==> src/rtl/serial_pkg.sv <==
// Shared constants and width helpers for the serial block family.
package serial_pkg;

   localparam int SER_DATA_W        = 8;
   localparam int SER_RX_FIFO_DEPTH = 8;

   // Count must represent 0..depth inclusive; pointers only 0..depth-1.
   function automatic int ser_cnt_w(input int depth);
      return $clog2(depth + 1);
   endfunction

   function automatic int ser_ptr_w(input int depth);
      return $clog2(depth);
   endfunction

endpackage

==> src/rtl/serial_edge_sync.sv <==
// Rising-edge detector on the receiver ready level, with an optional 2-flop
// synchronizer in front (enabled by defining SERIAL_RX_FIFO_SYNC_EN).
module serial_edge_sync (
   input  logic clk,
   input  logic reset,
   input  logic d_in,
   output logic pulse_out
);

   logic src;
   logic d_q;
   logic armed;

`ifdef SERIAL_RX_FIFO_SYNC_EN
   logic sync_1;
   logic sync_2;

   always_ff @(posedge clk or posedge reset) begin
      if (reset) begin
         sync_1 <= 1'b0;
         sync_2 <= 1'b0;
      end else begin
         sync_1 <= d_in;
         sync_2 <= sync_1;
      end
   end

   assign src = sync_2;
`else
   assign src = d_in;
`endif

   // armed stays low until the level has been seen low once after reset, so a
   // ready level already high at reset release never counts as an edge.
   always_ff @(posedge clk or posedge reset) begin
      if (reset) begin
         d_q   <= 1'b0;
         armed <= 1'b0;
      end else begin
         d_q   <= src;
         armed <= armed | ~src;
      end
   end

   assign pulse_out = src & ~d_q & armed;

endmodule

==> src/rtl/serial_rx_fifo.sv <==
// First-word-fall-through receive byte FIFO with sticky overrun flag.
// Optional input synchronizer: define SERIAL_RX_FIFO_SYNC_EN.
module serial_rx_fifo
   import serial_pkg::*;
#(
   parameter int DEPTH = SER_RX_FIFO_DEPTH,
   parameter int WIDTH = SER_DATA_W
) (
   input  logic                          clk,
   input  logic                          reset,
   input  logic [WIDTH-1:0]              rx_data,
   input  logic                          rx_rdy,
   input  logic                          rd,
   input  logic                          clr_ovr,
   output logic [WIDTH-1:0]              dout,
   output logic                          empty,
   output logic                          full,
   output logic [ser_cnt_w(DEPTH)-1:0]   count,
   output logic                          overrun
);

   localparam int CNT_W = ser_cnt_w(DEPTH);
   localparam int PTR_W = ser_ptr_w(DEPTH);
   localparam logic [CNT_W-1:0] CNT_ONE  = CNT_W'(1);
   localparam logic [CNT_W-1:0] CNT_FULL = CNT_W'(DEPTH);
   localparam logic [PTR_W-1:0] PTR_ONE  = PTR_W'(1);

   logic [WIDTH-1:0] mem [DEPTH];
   logic [PTR_W-1:0] wr_ptr;
   logic [PTR_W-1:0] rd_ptr;
   logic             wr_ev;
   logic             rd_ok;
   logic             wr_ok;
   logic             drop;

   serial_edge_sync u_edge (
      .clk       (clk),
      .reset     (reset),
      .d_in      (rx_rdy),
      .pulse_out (wr_ev)
   );

   assign empty = (count == '0);
   assign full  = (count == CNT_FULL);
   assign dout  = mem[rd_ptr];

   // A simultaneous pop frees the slot, so a write into a full FIFO is kept.
   assign rd_ok = rd & ~empty;
   assign wr_ok = wr_ev & (~full | rd_ok);
   assign drop  = wr_ev & full & ~rd;

   always_ff @(posedge clk or posedge reset) begin
      if (reset) begin
         for (int i = 0; i < DEPTH; i++) begin
            mem[i] <= '0;
         end
      end else if (wr_ok) begin
         mem[wr_ptr] <= rx_data;
      end
   end

   always_ff @(posedge clk or posedge reset) begin
      if (reset) begin
         wr_ptr <= '0;
         rd_ptr <= '0;
         count  <= '0;
      end else begin
         if (wr_ok) begin
            wr_ptr <= wr_ptr + PTR_ONE;
         end
         if (rd_ok) begin
            rd_ptr <= rd_ptr + PTR_ONE;
         end
         case ({wr_ok, rd_ok})
            2'b10:   count <= count + CNT_ONE;
            2'b01:   count <= count - CNT_ONE;
            default: count <= count;
         endcase
      end
   end

   always_ff @(posedge clk or posedge reset) begin
      if (reset) begin
         overrun <= 1'b0;
      end else if (drop) begin
         overrun <= 1'b1;
      end else if (clr_ovr) begin
         overrun <= 1'b0;
      end
   end

endmodule
==> config.mk <==
export PLATFORM = sky130hd
export DESIGN_NAME = serial_rx_fifo
export DESIGN_NICKNAME = d
export VERILOG_FILES = /design/src/rtl/serial_pkg.sv /design/src/rtl/serial_edge_sync.sv /design/src/rtl/serial_rx_fifo.sv
export SDC_FILE = /design/constraint.sdc
export NUM_CORES = 1
export LEC_CHECK = 0
export CAP_MARGIN = 25
export CORE_UTILIZATION = 27
export CTS_CLUSTER_DIAMETER = 120
export DETAILED_ROUTE_END_ITERATION = 8
export MAX_ROUTING_LAYER = met4
export PLACE_DENSITY = 0.44
export RECOVER_POWER = 50
export SLEW_MARGIN = 20
export SYNTH_ARGS = -nofsm -noshare
export SYNTH_HDL_FRONTEND = slang
export SYNTH_HIERARCHICAL = 1
export SYNTH_SLANG_ARGS = --single-unit
==> constraint.sdc <==
create_clock -name clk -period 3.83 [get_ports clk]
set_input_delay 0.766 -clock clk [delete_from_list [all_inputs] [get_ports clk]]
set_output_delay 0.766 -clock clk [all_outputs]
set_load 0.02 [all_outputs]
==> results by group, run 1 <==
Global routing
  • First-pass GRT wire length: 12830 um
  • Number of global-route vias before repair: 2276
  • Total GRT Usage: 0.1284
  • Antenna violations before repair: 0
  • Gr ovfl total: 0
  • Maximum number of pins on one net before global-route repair: 39

Logic synthesis
  • Mean post-synth cell area: 15.55 um2
  • Netlist Area Pre-Place: 3731 um2
  • Cell variety after synth: 38
  • Sequential-to-total area share from yosys stat: 0.5164
  • Cells after Synth: 240
  • Seq cells post-synth: 77
  • Number of synthesis warnings: 6
  • Post-synth net total: 259

Routing
  • Initial DRC Count: 92
  • Routed Antenna Nets: 0
  • DRT Pass-1 Iters: 4
  • DRT Wirelength: 7883 um
  • Via count: 2105
  • DR vias/cell: 4.647
  • Post-route DRC: 0
  • Wire per inst: 17.40 um

Run
  • Max Cap Violations: 1

Power
  • Seq pwr share: 0.381
  • Clk pwr share: 0.217
  • Leakage: 1.873 nW
  • VDD IR max: 0.2783 mV
  • Internal cell power: 2.678 mW
  • Sw Ratio: 0.3180
  • P_sw: 1.248 mW
  • Combinational share of power: 0.402
  • Cell Pwr Density: 870.8 nW/um2

STA
  • Final Max Tran Viols: 0
  • Worst-Margin Slew: 1.480 ns
  • Clock skew: 0.002773 ns
  • Setup TNS: 0 ns
  • Relative slew slack: 0.01230
  • Final worst path period need: 3.302 ns
  • Final period util: 0.8620
  • Final Hold Fails: 0
  • Final Setup Violations: 0
  • Final Hold Slack: 0.4677 ns
  • Fmax: 302.9 MHz
  • Unrepaired setup endpoints after global routing: false

CTS
  • Root Driver: clkbuf_16
  • Worst-Skew Late Latency: 0.34 ns
  • Post-CTS Resized: 0
  • Num CTS Buffers: 9
  • Post-CTS Setup Bufs: 0
  • H-Tree Depth: 3
  • Post-CTS Hold Buffers: 0
  • CTS max path bufs: 2
  • CTS Sinks: 77
  • CTS clk-pin slew, worst paths: 0.06 ns
  • CTS tree: built

Outcome
  • Violated checks: max-capacitance violations
  • Status: finished with violations

Placed design
  • PortBufs: 27
  • Post-DP HPWL: 5053 um
  • RD Place Congestion: 0.7189

Layout
  • Synthesis-to-finish area growth: 20.86%
  • Ant. Diodes: 0
  • Nets: 292
  • Share of cells above drive strength 1: 0.4224

Die
  • Die Width: 119.6 um
  • Chip height: 119.6 um
  • Initial Utilization: 0.2795
  • # IOs: 28
  • Site row count: 42
  • Core area: 13350 um2
  • DIE AREA: 14290 um2

Setup path
  • CP Data Required Time: 3.06 ns
  • Kind of critical path: register to output port
  • Crit path max fanout: 12
  • CP endpoint kind: output port
  • CP Data Arrival Time: 2.54 ns
  • Reg2reg setup slack: 0.65 ns
  • Critical Path Start Type: register

Hold path
  • HP Class: register to register
==> per-layer routing <==
| layer | global-route usage | up-vias | part of all wire |
|---|---|---|---|
| met5 | - | - | 0 |
| met4 | 0.03984 | 0 | 0.013 |
| met3 | 0.04278 | 9 | 0.032 |
| met2 | 0.2070 | 27 | 0.51 |
| met1 | 0.1517 | 1104 | 0.45 |
| li1 | - | 965 | - |
==> sequential cells by signal, indices dropped and copies added, names as in the netlist <==
register,cells
wr_ptr,3
overrun,1
u_edge/armed,1
rd_ptr,3
count,4
mem,64
u_edge/d_q,1
==> area by class of cell <==
type | instances | area, um2
Fill cell | 1329 | 8838
Sequential cell | 77 | 1927
Multi-Input combinational cell | 141 | 1695
Timing Repair Buffer | 34 | 329.1
Clock buffer | 11 | 252.7
Tap cell | 176 | 220.2
Clock inverter | 4 | 47.55
Inverter | 10 | 37.54
==> stage by stage <==
| step | power, mW | cell area (um2) | utilization | cells | setup WS (ns) |
|---|---|---|---|---|---|
| final | 3.927 | 4509 | 0.3378 | 453 | 0.5284 |
| after global routing | 4.186 | 4509 | 0.3378 | 453 | 0.2965 |
| after CTS | 4.006 | 4532 | 0.3395 | 453 | 0.4599 |
| after detailed placement | 3.127 | 4232 | 0.3170 | 438 | 0.5377 |
| after global placement | 3.101 | 4232 | 0.3170 | 438 | 0.5873 |
| after floorplan | 2.586 | 3731 | - | 240 | 0.7847 |
==> power groups by stage <==
stage | clock network (mW) | logic, mW | registers [mW]
final | 0.853 | 1.58 | 1.50
after global routing | 0.918 | 1.71 | 1.56
after CTS | 0.887 | 1.62 | 1.50
after detailed placement | 0 | 1.61 | 1.51
after global placement | 0 | 1.59 | 1.51
after floorplan | 0 | 1.21 | 1.38
==> Yosys cell counts, drive strengths merged <==
library cell   n  area share
dfrtp         77        0.52
mux2          74        0.22
mux4          16       0.097
inv           10       0.010
buf            7       0.013
clkbuf         5      0.0050
ha             5       0.017
nand2          5      0.0050
o211ai         5       0.021
xnor2          5       0.012
o2111ai        4       0.022
nor2b          3      0.0050
o21ai          3      0.0080
a21oi          2      0.0027
nor2           2      0.0020
nor3b          2      0.0040
or4b           2      0.0054
a2111o         1      0.0030
and3b          1      0.0023
and4           1      0.0023
fa             1      0.0054
mux2i          1      0.0027
nand2b         1      0.0017
nand3          1      0.0013
nand4          1      0.0017
nor4           1      0.0017
o311ai         1      0.0023
o32ai          1      0.0023
o41ai          1      0.0023
xor2           1      0.0023
==> layout by cell type (no fill, tap or decap), types with 2 or more instances in the layout <==
cell type         n
a21oi_1           2
buf_4             4
clkbuf_16         9
clkbuf_8          2
clkdlybuf4s50_1  25
clkinv_2          2
dfrtp_1          77
dlygate4sd3_1     2
ha_1              5
inv_1            10
mux2_1            3
mux2_2           71
mux4_2           16
nand2_1           5
nor2_1            2
nor2b_1           3
nor3b_1           2
o2111ai_2         2
o2111ai_4         2
o211ai_1          2
o211ai_4          3
o21ai_0           2
xnor2_1           5
==> cell families (layout without fill, tap and decap cells) <==
group | after synthesis | after routing | synth area share
multiplexers | 91 | 91 | 0.3226
buffers and inverters | 22 | 59 | 0.02817
adder cells (fa/ha/maj) | 6 | 6 | 0.02213
AO/OA/AOI/OAI | 18 | 18 | 0.06405
AND/OR/NAND/NOR | 20 | 20 | 0.03253
XOR/XNOR | 6 | 6 | 0.01408
flip-flops | 77 | 77 | 0.5164
==> critical path, stage by stage (launching register included) <==
cell             delay [ns]
dfrtp_1                0.62
buf_12                 0.23
mux4_2                 0.51
mux2_2                 0.30
clkdlybuf4s50_1        0.54
==> final timing paths <==
check                                       startpoint                     end  cells after the start
worst max-delay path             rd_ptr[0]$_DFFE_PP0P_                 dout[7]                      4
worst min-delay path            u_edge/armed$_DFF_PP0_  u_edge/armed$_DFF_PP0_                      1
worst max register to register    count[0]$_DFFE_PP0P_    count[3]$_DFFE_PP0P_                      7
worst min register to register  u_edge/armed$_DFF_PP0_  u_edge/armed$_DFF_PP0_                      1
max in group asynchronous                        reset     mem[49]$_DFFE_PP0P_                      3
min in group asynchronous                        reset  u_edge/armed$_DFF_PP0_                      2
(Power assumes the default switching activity.)
==> inputs of run 2 (changes only) <==
--- a/config.mk
+++ b/config.mk
@@ -9,8 +9,8 @@
 export CORE_UTILIZATION = 27
 export CTS_CLUSTER_DIAMETER = 120
 export DETAILED_ROUTE_END_ITERATION = 8
+export DONT_BUFFER_PORTS = 1
 export MAX_ROUTING_LAYER = met4
-export PLACE_DENSITY = 0.44
 export RECOVER_POWER = 50
 export SLEW_MARGIN = 20
 export SYNTH_ARGS = -nofsm -noshare
==> results by group, run 2 (synthesized netlist as in run 1, its figures left out) <==
STA
  • Relative slew slack: 0.07383 (+0.06153)
  • Unrepaired setup endpoints after global routing: false
  • Clock skew: 0.008478 ns (+0.005706 ns)
  • Final Max Tran Viols: 0 (unchanged)
  • Final Setup Violations: 0 (unchanged)
  • Final worst path period need: 3.225 ns (-0.07682 ns)
  • Worst-Margin Slew: 1.389 ns (-0.09067 ns)
  • Final Hold Slack: 0.1628 ns (-0.3049 ns)
  • Final period util: 0.8420 (-0.02006)
  • Setup TNS: 0 ns (unchanged)
  • Final Hold Fails: 0 (unchanged)
  • Fmax: 310.1 MHz (+2.4%)

Global routing
  • Number of global-route vias before repair: 2284 (+0.35%)
  • Maximum number of pins on one net before global-route repair: 33 (-15%)
  • Total GRT Usage: 0.1230 (-0.005331)
  • First-pass GRT wire length: 12510 um (-2.5%)
  • Antenna violations before repair: 0 (unchanged)
  • Gr ovfl total: 0 (unchanged)

Placed design
  • RD Place Congestion: 0.6467 (-10%)
  • PortBufs: 0 (-100%)
  • Post-DP HPWL: 4966 um (-1.7%)

Die
  • Die Width: 119.6 um (unchanged)
  • Initial Utilization: 0.2795 (unchanged)
  • Site row count: 42 (unchanged)
  • Chip height: 119.6 um (unchanged)
  • # IOs: 28 (unchanged)
  • DIE AREA: 14290 um2 (unchanged)
  • Core area: 13350 um2 (unchanged)

Setup path
  • Family with the most delay on the worst path: simple AND/OR/NAND/NOR gates
  • Worst path max stage delay: 0.62 ns (about the same)
  • CP Data Arrival Time: 3.43 ns (+0.89 ns)
  • Buf/Inv on CP: 0 (-2)
  • CP max stage cell: or4b_2
  • Crit path max fanout: 9 (-3)
  • CP endpoint kind: register
  • CP Data Required Time: 4.04 ns (+0.98 ns)
  • Critical Path Start Type: register
  • Kind of critical path: register to register
  • Critical path's most frequent cell: ha_1
  • Worst path cell trace: or4b_1, o21ai_0, ha_1, ha_1, or4b_2, o311ai_0, o211ai_1

Routing
  • DR vias/cell: 4.781 (+2.9%)
  • DRT Wirelength: 7525 um (-4.5%)
  • Post-route DRC: 0 (unchanged)
  • Initial DRC Count: 82 (-11%)
  • Wire per inst: 17.71 um (+1.7%)
  • DRT Pass-1 Iters: 3 (-1)
  • Routed Antenna Nets: 0 (unchanged)
  • Via count: 2032 (-3.5%)

Layout
  • Top Registers: mem x64, count x4
  • Most frequent cells in the layout: 77 x dfrtp_1, 71 x mux2_2, 16 x mux4_2, 10 x inv_1, 9 x clkbuf_16
  • Share of cells above drive strength 1: 0.4578 (+0.03545)
  • Max reg flops: 64 (unchanged)
  • Ant. Diodes: 0 (unchanged)
  • Nets: 263 (-9.9%)
  • Most common cell after layout, fill and taps aside: dfrtp_1
  • Synthesis-to-finish area growth: 13.21%
  • Register with the most flip-flops: mem

CTS
  • CTS Sinks: 77 (unchanged)
  • H-Tree Depth: 3 (unchanged)
  • Num CTS Buffers: 9 (unchanged)
  • Post-CTS Resized: 0 (unchanged)
  • CTS tree: built
  • Post-CTS Setup Bufs: 0 (unchanged)
  • Root Driver: clkbuf_16
  • Worst-Skew Late Latency: 0.34 ns (about the same)
  • CTS max path bufs: 2 (unchanged)
  • CTS clk-pin slew, worst paths: 0.06 ns (about the same)
  • Post-CTS Hold Buffers: 0 (unchanged)

Power
  • Internal cell power: 2.455 mW (-8.3%)
  • Clk pwr share: 0.231 (+0.014)
  • Seq pwr share: 0.415 (+0.034)
  • VDD IR max: 0.3748 mV (+35%)
  • Combinational share of power: 0.354 (-0.048)
  • P_sw: 1.222 mW (-2.1%)
  • Cell Pwr Density: 870.3 nW/um2 (about the same)
  • Sw Ratio: 0.3323 (+0.01436)
  • Leakage: 1.752 nW (-6.5%)
  • Pwr Total: 3.676 mW (-6.4%)

Hold path
  • HP Class: input port to asynchronous set/reset pin

Run
  • Max Cap Violations: 0 (-1)

Outcome
  • Status: complete, no violations
run 2: cell types whose count changed in the layout (fill, tap and decap cells not counted):
cell and delta:
clkbuf_1 +2, clkinvlp_4 +1, buf_4 -2, clkbuf_8 -1
dlygate4sd3_1 -2, clkbuf_2 -1, inv_6 +1, clkdlybuf4s50_1 -25
clkinv_2 -1
run 2: final cells by class:
| class | count | area [um2] |
|---|---|---|
| Clock buffer | 11 | 242.7 |
| Sequential cell | 77 | 1927 |
| Tap cell | 176 | 220.2 |
| Fill cell | 1354 | 9124 |
| Timing Repair Buffer | 5 | 42.54 |
| Multi-Input combinational cell | 141 | 1695 |
| Inverter | 10 | 37.54 |
| Clock inverter | 5 | 58.81 |
run 2: metal layers:
layer / vias up / GRT usage / routed length [um]
met4: 0 / 0.03984 / 84
li1: 916 / - / -
met1: 1078 / 0.1556 / 3563
met2: 31 / 0.1824 / 3560
met3: 7 / 0.04515 / 317
met5: - / - / 0
run 2: power groups by stage:
stage | sequential, mW | clock (mW) | combinational (mW)
5_1_grt | 1.59 | 0.910 | 1.42
3_3_place_gp | 1.52 | 0 | 1.29
6_report | 1.53 | 0.848 | 1.30
3_5_place_dp | 1.55 | 0 | 1.33
4_1_cts | 1.53 | 0.873 | 1.34
2_1_floorplan | 1.38 | 0 | 1.21
run 2: worst paths after layout:
path / start / to / slack (ns) / cells past startpoint
worst min register to register: u_edge/armed$_DFF_PP0_ / u_edge/armed$_DFF_PP0_ / 0.47 / 1
max in group asynchronous: reset / mem[35]$_DFFE_PP0P_ / 1.30 / 2
worst min-delay path: reset / u_edge/d_q$_DFF_PP0_ / 0.16 / 1
worst max register to register: count[0]$_DFFE_PP0P_ / count[3]$_DFFE_PP0P_ / 0.61 / 7
min in group clk: rx_rdy / u_edge/d_q$_DFF_PP0_ / 0.46 / 0
worst max-delay path: count[0]$_DFFE_PP0P_ / count[3]$_DFFE_PP0P_ / 0.61 / 7
run 2: metrics by stage:
step / setup slack, ns / util / std cells / area [um2]
floorplan: 0.7847 / - / 240 / 3731
global placement: 0.8376 / 0.2947 / 409 / 3934
detailed placement: 0.7742 / 0.2947 / 409 / 3934
CTS: 0.7618 / 0.3173 / 425 / 4235
global route: 0.3764 / 0.3165 / 425 / 4224
finish: 0.6052 / 0.3165 / 425 / 4224
